==> config.mk <==
export PLATFORM = sky130hd
export DESIGN_NAME = conv_window_sequencer
export DESIGN_NICKNAME = d
export VERILOG_FILES = /design/src/rtl/conv_window_sequencer.sv
export SDC_FILE = /design/constraint.sdc
export NUM_CORES = 1
export LEC_CHECK = 0
export CELL_PAD_IN_SITES_DETAIL_PLACEMENT = 0
export CELL_PAD_IN_SITES_GLOBAL_PLACEMENT = 1
export CORE_ASPECT_RATIO = 1.4
export CORE_MARGIN = 4
export CORE_UTILIZATION = 47
export DETAILED_ROUTE_END_ITERATION = 8
export PLACE_DENSITY_LB_ADDON = 0.3
export RECOVER_POWER = 100
export SLEW_MARGIN = 15
export SYNTH_ARGS = -nofsm -noshare
export SYNTH_HDL_FRONTEND = slang
export SYNTH_SLANG_ARGS = --single-unit
export TNS_END_PERCENT = 50
==> constraint.sdc <==
create_clock -name i_clk -period 9.7 [get_ports i_clk]
set_input_delay 1.94 -clock i_clk [delete_from_list [all_inputs] [get_ports i_clk]]
set_output_delay 1.94 -clock i_clk [all_outputs]
set_load 0.005 [all_outputs]
==> src/rtl/conv_window_sequencer.sv <==
// Control front-end for the Conv2D3x3 window buffer: loads geometry, gates the
// word stream under backpressure, injects pad flush words and reports done/error.
module conv_window_sequencer #(
  parameter int WORD_WIDTH     = 8,
  parameter int MAX_IMG_WIDTH  = 128,
  parameter int MAX_IMG_HEIGHT = 128,
  parameter int MAX_TRANSFERS  = 512
) (
  input  logic                              i_clk,
  input  logic                              i_reset_n,
  input  logic                              i_start,
  input  logic                              i_pad,
  input  logic [WORD_WIDTH-1:0]             i_pad_val,
  input  logic [$clog2(MAX_IMG_WIDTH):0]    i_width,
  input  logic [$clog2(MAX_IMG_HEIGHT):0]   i_height,
  input  logic [$clog2(MAX_TRANSFERS):0]    i_transfers,
  output logic                              o_busy,
  output logic                              o_done,
  output logic                              o_error,
  input  logic                              s_valid,
  output logic                              s_ready,
  input  logic [WORD_WIDTH-1:0]             s_data,
  input  logic                              s_last,
  input  logic                              i_win_ready,
  output logic                              o_wb_load_param,
  output logic                              o_wb_pad,
  output logic [WORD_WIDTH-1:0]             o_wb_pad_val,
  output logic [$clog2(MAX_IMG_WIDTH):0]    o_wb_width,
  output logic [$clog2(MAX_IMG_HEIGHT):0]   o_wb_height,
  output logic [$clog2(MAX_TRANSFERS):0]    o_wb_transfers,
  output logic                              o_wb_valid,
  output logic [WORD_WIDTH-1:0]             o_wb_data,
  input  logic                              i_wb_last_window
);

  localparam int W_W = $clog2(MAX_IMG_WIDTH) + 1;
  localparam int H_W = $clog2(MAX_IMG_HEIGHT) + 1;
  localparam int T_W = $clog2(MAX_TRANSFERS) + 1;
  // Counters sized for the full range of the geometry ports so the product never truncates.
  localparam int PW  = T_W + W_W + H_W;
  localparam int FW  = T_W + W_W + 1;

  typedef enum logic [2:0] {
    ST_IDLE, ST_LOAD, ST_STREAM, ST_FLUSH, ST_DRAIN, ST_DONE
  } state_t;

  state_t                r_state, w_next;
  logic [PW-1:0]         r_words;
  logic [FW-1:0]         r_flush;
  logic [1:0]            r_drain;
  logic                  r_lw_seen;
  logic                  r_error;
  logic                  r_pad;
  logic [WORD_WIDTH-1:0] r_pad_val;
  logic [W_W-1:0]        r_width;
  logic [H_W-1:0]        r_height;
  logic [T_W-1:0]        r_trans;

  logic                  w_hs, w_fadv, w_bad_cfg, w_set_err, w_last_word;
  logic [PW-1:0]         w_prod;
  logic [FW-1:0]         w_fprod;

  assign w_bad_cfg   = (i_width < W_W'(3)) || (i_height < H_W'(3)) || (i_transfers == '0);
  assign w_hs        = (r_state == ST_STREAM) && s_valid && i_win_ready;
  // A last-window flag wins over a ready advance in the same cycle: nothing more is written.
  assign w_fadv      = (r_state == ST_FLUSH) && i_win_ready && !i_wb_last_window;
  assign w_last_word = (r_words == PW'(1));
  assign w_prod      = PW'(r_trans) * PW'(r_width) * PW'(r_height);
  assign w_fprod     = FW'(r_trans) * (FW'(r_width) + FW'(1));

  assign s_ready         = (r_state == ST_STREAM) && i_win_ready;
  assign o_wb_valid      = w_hs || w_fadv;
  assign o_wb_data       = (r_state == ST_FLUSH) ? r_pad_val : s_data;
  assign o_wb_load_param = (r_state == ST_LOAD);
  assign o_busy          = (r_state != ST_IDLE);
  assign o_done          = (r_state == ST_DONE);
  assign o_error         = r_error;
  assign o_wb_pad        = r_pad;
  assign o_wb_pad_val    = r_pad_val;
  assign o_wb_width      = r_width;
  assign o_wb_height     = r_height;
  assign o_wb_transfers  = r_trans;

  always_comb begin
    w_next    = r_state;
    w_set_err = 1'b0;
    case (r_state)
      ST_IDLE: if (i_start) begin
        w_next    = w_bad_cfg ? ST_DONE : ST_LOAD;
        w_set_err = w_bad_cfg;
      end
      ST_LOAD: w_next = ST_STREAM;
      ST_STREAM: if (w_hs) begin
        if (w_last_word) begin
          w_set_err = !s_last;
          w_next    = (r_flush != '0) ? ST_FLUSH : ST_DRAIN;
        end else if (s_last) begin
          w_set_err = 1'b1;
          w_next    = ST_DONE;
        end
      end
      ST_FLUSH: begin
        if (i_wb_last_window) begin
          w_next = ST_DONE;
        end else if (w_fadv && (r_flush == FW'(1))) begin
          w_set_err = 1'b1;
          w_next    = ST_DONE;
        end
      end
      ST_DRAIN: begin
        if (r_lw_seen || i_wb_last_window) begin
          w_next = ST_DONE;
        end else if (r_drain == 2'd3) begin
          w_set_err = 1'b1;
          w_next    = ST_DONE;
        end
      end
      ST_DONE: w_next = ST_IDLE;
      default: w_next = ST_IDLE;
    endcase
  end

  always_ff @(posedge i_clk) begin
    if (!i_reset_n) r_state <= ST_IDLE;
    else            r_state <= w_next;
  end

  always_ff @(posedge i_clk) begin
    if (!i_reset_n) begin
      r_words   <= '0;
      r_flush   <= '0;
      r_drain   <= '0;
      r_lw_seen <= 1'b0;
      r_error   <= 1'b0;
      r_pad     <= 1'b0;
      r_pad_val <= '0;
      r_width   <= '0;
      r_height  <= '0;
      r_trans   <= '0;
    end else begin
      if ((r_state == ST_IDLE) && i_start) begin
        r_pad     <= i_pad;
        r_pad_val <= i_pad_val;
        r_width   <= i_width;
        r_height  <= i_height;
        r_trans   <= i_transfers;
      end
      if (w_set_err)                             r_error <= 1'b1;
      else if ((r_state == ST_IDLE) && i_start)  r_error <= 1'b0;
      if (r_state == ST_LOAD) begin
        r_words   <= w_prod;
        r_flush   <= r_pad ? w_fprod : '0;
        r_drain   <= '0;
        r_lw_seen <= 1'b0;
      end
      // The buffer may raise last-window on the final stream word itself; remember it for DRAIN.
      if (w_hs) begin
        r_words <= r_words - PW'(1);
        if (w_last_word) r_lw_seen <= i_wb_last_window;
      end
      if (w_fadv)                r_flush <= r_flush - FW'(1);
      if (r_state == ST_DRAIN)   r_drain <= r_drain + 2'd1;
    end
  end

endmodule
==> impl_results.md <==
- Router iterations before antenna repair: 5
- Number of levels in the clock H-tree: 3
- Met1 global-route usage: 0.3164
- Global-route wire length before repair: about 66000 um
- Share of post-route cells with drive strength above 1: 0.02711
- Post-Place Worst Slack: ~0.64 ns
- Aggregate global routing overflow: 0
- Capturing instance or port of the critical path: r_words[22]
- Clock Path Buffers: 2
- Post-synthesis area per instance: 8.116 um^2
- Clk sink count: between 80 and 90
- Overall Global Routing Usage: 0.2412
- Tcrit/Tclk final: 0.9339
- Worst slew margin relative to its limit: -0.3384
- RSZ-0062 raised after global routing: false
- Required time of the critical path: ~10 ns
- Pin count of the biggest net entering global routing: 42
- Launch point of the critical path: o_wb_transfers[4]
- Initial antenna violation count: 0
- Post-Layout Inst Area: approximately 16000 um^2
- Commonest cells after routing, fill and taps aside: sky130_fd_sc_hd__inv_1 (255), sky130_fd_sc_hd__nand2_1 (252), sky130_fd_sc_hd__fa_1 (201)
- Violated checks: max-capacitance violations, max-slew violations
- Endpoint kind of the worst setup timing path: flip-flop
- CP Max Fanout: 12
- Number of flops mapped to enable cells by yosys: 0
- Drt via density: roughly 5.5
- Number of diodes added for antenna fixing: 0
- Fin. Hold Viols: 0
- Result of the run: finished, violations left
- Reg-to-reg critical path startpoint: o_wb_transfers[4]
- Endpoints failing setup: 0
- Area of combinational cells with multiple inputs: 11460 um^2
- Most heavily used metal layer in global routing: met2
- Syn nets: 2162
- Post-synthesis sequential area ratio: 0.1205
- Post CTS Setup Buffer Count: 0
- Hold-fix buffers, CTS: 0
- Switching part of the total: 0.5099
- Post-synthesis to final-layout area growth: 11.23%
- Warnings, synthesis: 0
- Number of global-route vias before repair: between 10000 and 15000
- Via count: 12350
- Top-Level Pins: just under 100
- Net switching power figure: between 1 and 1.5 mW
- Met3 Use GR: 0.04008
- R2R cell count: 27
- Worst reg2reg endpoint: r_words[22]
- Time the final worst path needs with I/O delays and setup: slightly above 9 ns
- Synth Cell Area: around 14000 um^2
- Clock power share: 0.149
- Met2 usage: 0.4209
- Critical Path Start Type: flip-flop
- Register-to-Register Setup Slack: approximately 0.64 ns
- Filler cell count: 2879
- Count of standard-cell rows: 75
- Setup CP Type: flip-flop to flip-flop
- Count of unresolved DRC violations after routing: 0
- Effective utilization at floorplan: 0.4798
- CTS tree: built
- Hold/Removal Path Class: flip-flop to flip-flop
- Most common library cell in the layout ignoring fill and taps: sky130_fd_sc_hd__inv_1
- Worst-Skew Late Latency: 0.37 ns
- Max-capacitance violation count: 2
- Post-Route Skew: between 0.01 and 0.015 ns
- Max-slew violation total from the final report: between 70 and 80
- Iteration-0 DRC Markers: between 500 and 600
- Final-stage net count: between 2000 and 2500
- Number of resized instances in the post-cts repair step: 0
- Dpl cell area: around 16000 um^2
- Clock buffers created by TritonCTS: 9
- Power per cell area: 156.3 nW/um^2
- Most common flop cell mapped by yosys: sky130_fd_sc_hd__dfxtp_1
- Internal power summed over all cells: approximately 1.2 mW
- Clock Pin Slew Worst Setup and Hold Paths: 0.07 ns
- Overall power consumption: about 2.5 mW
- Total Routed Length: just under 40000 um
- Combinational group share of total power: 0.599
- FF+latch area: approximately 1700 um^2
- Sequential group share of total power: 0.252
- Total die area: between 30000 and 40000 um^2
- Highest clock rate: between 100 and 150 MHz
- Worst ir drop on vdd: approximately 160 uV
- Y dimension of the die: approximately 220 um
- Die X-Extent: roughly 160 um
- Floorplan Core Area: approximately 30000 um^2
- Slew @ Worst Pin: about 2.0 ns
- Setup_tns: 0 ns
- Port Buffer Count: 98
- Average wire per standard cell: approximately 18 um
- Final Wtd Congestion: about 0.85
- Number of register bits inferred by synthesis: a little under 90
- Post-route core utilization: 0.5337
- Number of unique standard cell types used by synthesis: 75
- Instance count of the mapped netlist: between 1500 and 2000
- Root buf cell: sky130_fd_sc_hd__clkbuf_16
- Post-detailed-placement half-perimeter wirelength: 31030 um
- Setup slack after layout: roughly 0.64 ns
- Leakage: 7.639 nW
- Routed Antenna Nets: 0
- Async set-or-reset flop fraction in the synthesized netlist: 0
- Worst path arrival time: 9.22 ns
per-stage QoR:
stage / instances / hold slack (ns)
final: 2229 / 0.4716
after global routing: 2229 / 0.4827
after CTS: 2229 / 0.4746
after detailed placement: 2214 / 0.4670
after global placement: 2214 / 0.4573
after floorplan: 1781 / 0.4580
state kept, by name (all words and copies together) (netlist names):
signal	cells
o_error	1
r_state	3
r_drain	2
o_wb_pad_val	8
o_wb_transfers	10
r_words	26
r_flush	19
r_lw_seen	1
o_wb_width	8
o_wb_height	8
o_wb_pad	1
critical path, stage by stage (launching register included):
cell                       delay [ns]
sky130_fd_sc_hd__dfxtp_1         0.44
sky130_fd_sc_hd__clkbuf_1        0.28
sky130_fd_sc_hd__and2_0          0.22
sky130_fd_sc_hd__fa_1            0.45
sky130_fd_sc_hd__fa_1            0.48
sky130_fd_sc_hd__fa_1            0.57
sky130_fd_sc_hd__inv_1           0.05
sky130_fd_sc_hd__fa_1            0.48
sky130_fd_sc_hd__inv_1           0.05
sky130_fd_sc_hd__ha_1            0.31
sky130_fd_sc_hd__o21a_1          0.13
sky130_fd_sc_hd__a21oi_1         0.62
sky130_fd_sc_hd__and2_0          0.26
sky130_fd_sc_hd__fa_1            0.43
sky130_fd_sc_hd__inv_1           0.09
sky130_fd_sc_hd__fa_1            0.40
sky130_fd_sc_hd__fa_1            0.49
sky130_fd_sc_hd__fa_1            0.50
sky130_fd_sc_hd__inv_1           0.06
sky130_fd_sc_hd__ha_1            0.32
sky130_fd_sc_hd__a21oi_1         0.23
sky130_fd_sc_hd__o21ai_0         0.17
sky130_fd_sc_hd__a211oi_1        0.51
sky130_fd_sc_hd__o21ai_0         0.27
sky130_fd_sc_hd__and4_1          0.30
sky130_fd_sc_hd__a311oi_1        0.38
sky130_fd_sc_hd__xor2_1          0.26
sky130_fd_sc_hd__a21oi_1         0.10
metal layers:
metal | vias up | part of all wire
met2 | 292 | 0.50
li1 | 5901 | -
met3 | 35 | 0.046
met1 | 6118 | 0.44
met5 | - | 0
met4 | 0 | 0.015
power by group through the flow:
stage,combinational [mW],clock (mW),sequential [mW]
2_1_floorplan,1.07,0,0.541
3_3_place_gp,1.51,0,0.632
3_5_place_dp,1.52,0,0.635
4_1_cts,1.54,0.384,0.628
5_1_grt,1.68,0.397,0.651
6_report,1.51,0.374,0.633
synth_stat cells (5+ instances only):
cell type,n,share of area
sky130_fd_sc_hd__a21o_1,20,0.010
sky130_fd_sc_hd__inv_1,255,0.066
sky130_fd_sc_hd__nand2_1,252,0.065
sky130_fd_sc_hd__dfxtp_1,87,0.12
sky130_fd_sc_hd__a31oi_1,14,0.0061
sky130_fd_sc_hd__o21ai_1,10,0.0035
sky130_fd_sc_hd__nor3_1,30,0.010
sky130_fd_sc_hd__a21oi_1,126,0.044
sky130_fd_sc_hd__and2_1,168,0.073
sky130_fd_sc_hd__nand4_1,6,0.0026
sky130_fd_sc_hd__and3_1,12,0.0052
sky130_fd_sc_hd__nand2b_1,16,0.0069
sky130_fd_sc_hd__nor2b_1,24,0.010
sky130_fd_sc_hd__or3_1,8,0.0035
sky130_fd_sc_hd__o31ai_1,5,0.0026
sky130_fd_sc_hd__clkbuf_1,69,0.018
sky130_fd_sc_hd__o21ai_0,55,0.019
sky130_fd_sc_hd__nand3_1,18,0.0062
sky130_fd_sc_hd__a211oi_1,12,0.0062
sky130_fd_sc_hd__xor2_1,21,0.013
sky130_fd_sc_hd__o21bai_1,8,0.0042
sky130_fd_sc_hd__nor4_1,20,0.0087
sky130_fd_sc_hd__mux2_2,8,0.0062
sky130_fd_sc_hd__nor2_1,75,0.019
sky130_fd_sc_hd__xnor2_1,29,0.018
sky130_fd_sc_hd__a2111oi_0,5,0.0030
sky130_fd_sc_hd__fa_1,201,0.28
sky130_fd_sc_hd__buf_1,6,0.0016
sky130_fd_sc_hd__o21a_1,7,0.0036
sky130_fd_sc_hd__o22ai_1,7,0.0030
sky130_fd_sc_hd__ha_1,130,0.11
layout make-up:
| cell class | instances | area share |
|---|---|---|
| Multi-Input combinational cell | 1362 | 0.7127 |
| Clock buffer | 11 | 0.01572 |
| Inverter | 255 | 0.05954 |
| Sequential cell | 87 | 0.1083 |
| Clock inverter | 4 | 0.003424 |
| Timing Repair Buffer | 125 | 0.07036 |
| Tap cell | 385 | 0.02996 |
kinds of logic (layout without fill, tap and decap cells):
logic type / count (synthesis) / count (layout) / share of synthesized area
simple gates: 658 / 658 / 0.2310
buf+inv: 332 / 395 / 0.08639
fa+ha+maj: 331 / 331 / 0.3909
compound gates: 312 / 312 / 0.1326
flops: 87 / 87 / 0.1205
xor+xnor: 50 / 50 / 0.03030
mux: 11 / 11 / 0.008311
worst min-delay path by stage:
stage | from | to | slack (ns) | cells after the start
2_1_floorplan | r_words[7] | r_words[7] | 0.46 | 1
3_3_place_gp | o_wb_pad_val[5] | o_wb_pad_val[5] | 0.46 | 2
3_5_place_dp | o_wb_pad_val[2] | o_wb_pad_val[2] | 0.47 | 2
4_1_cts | o_wb_pad_val[3] | o_wb_pad_val[3] | 0.47 | 2
5_1_grt | o_wb_pad_val[3] | o_wb_pad_val[3] | 0.48 | 2
6_report | o_wb_pad_val[3] | o_wb_pad_val[3] | 0.47 | 2
Note: power is estimated with default switching activity, not from simulation.
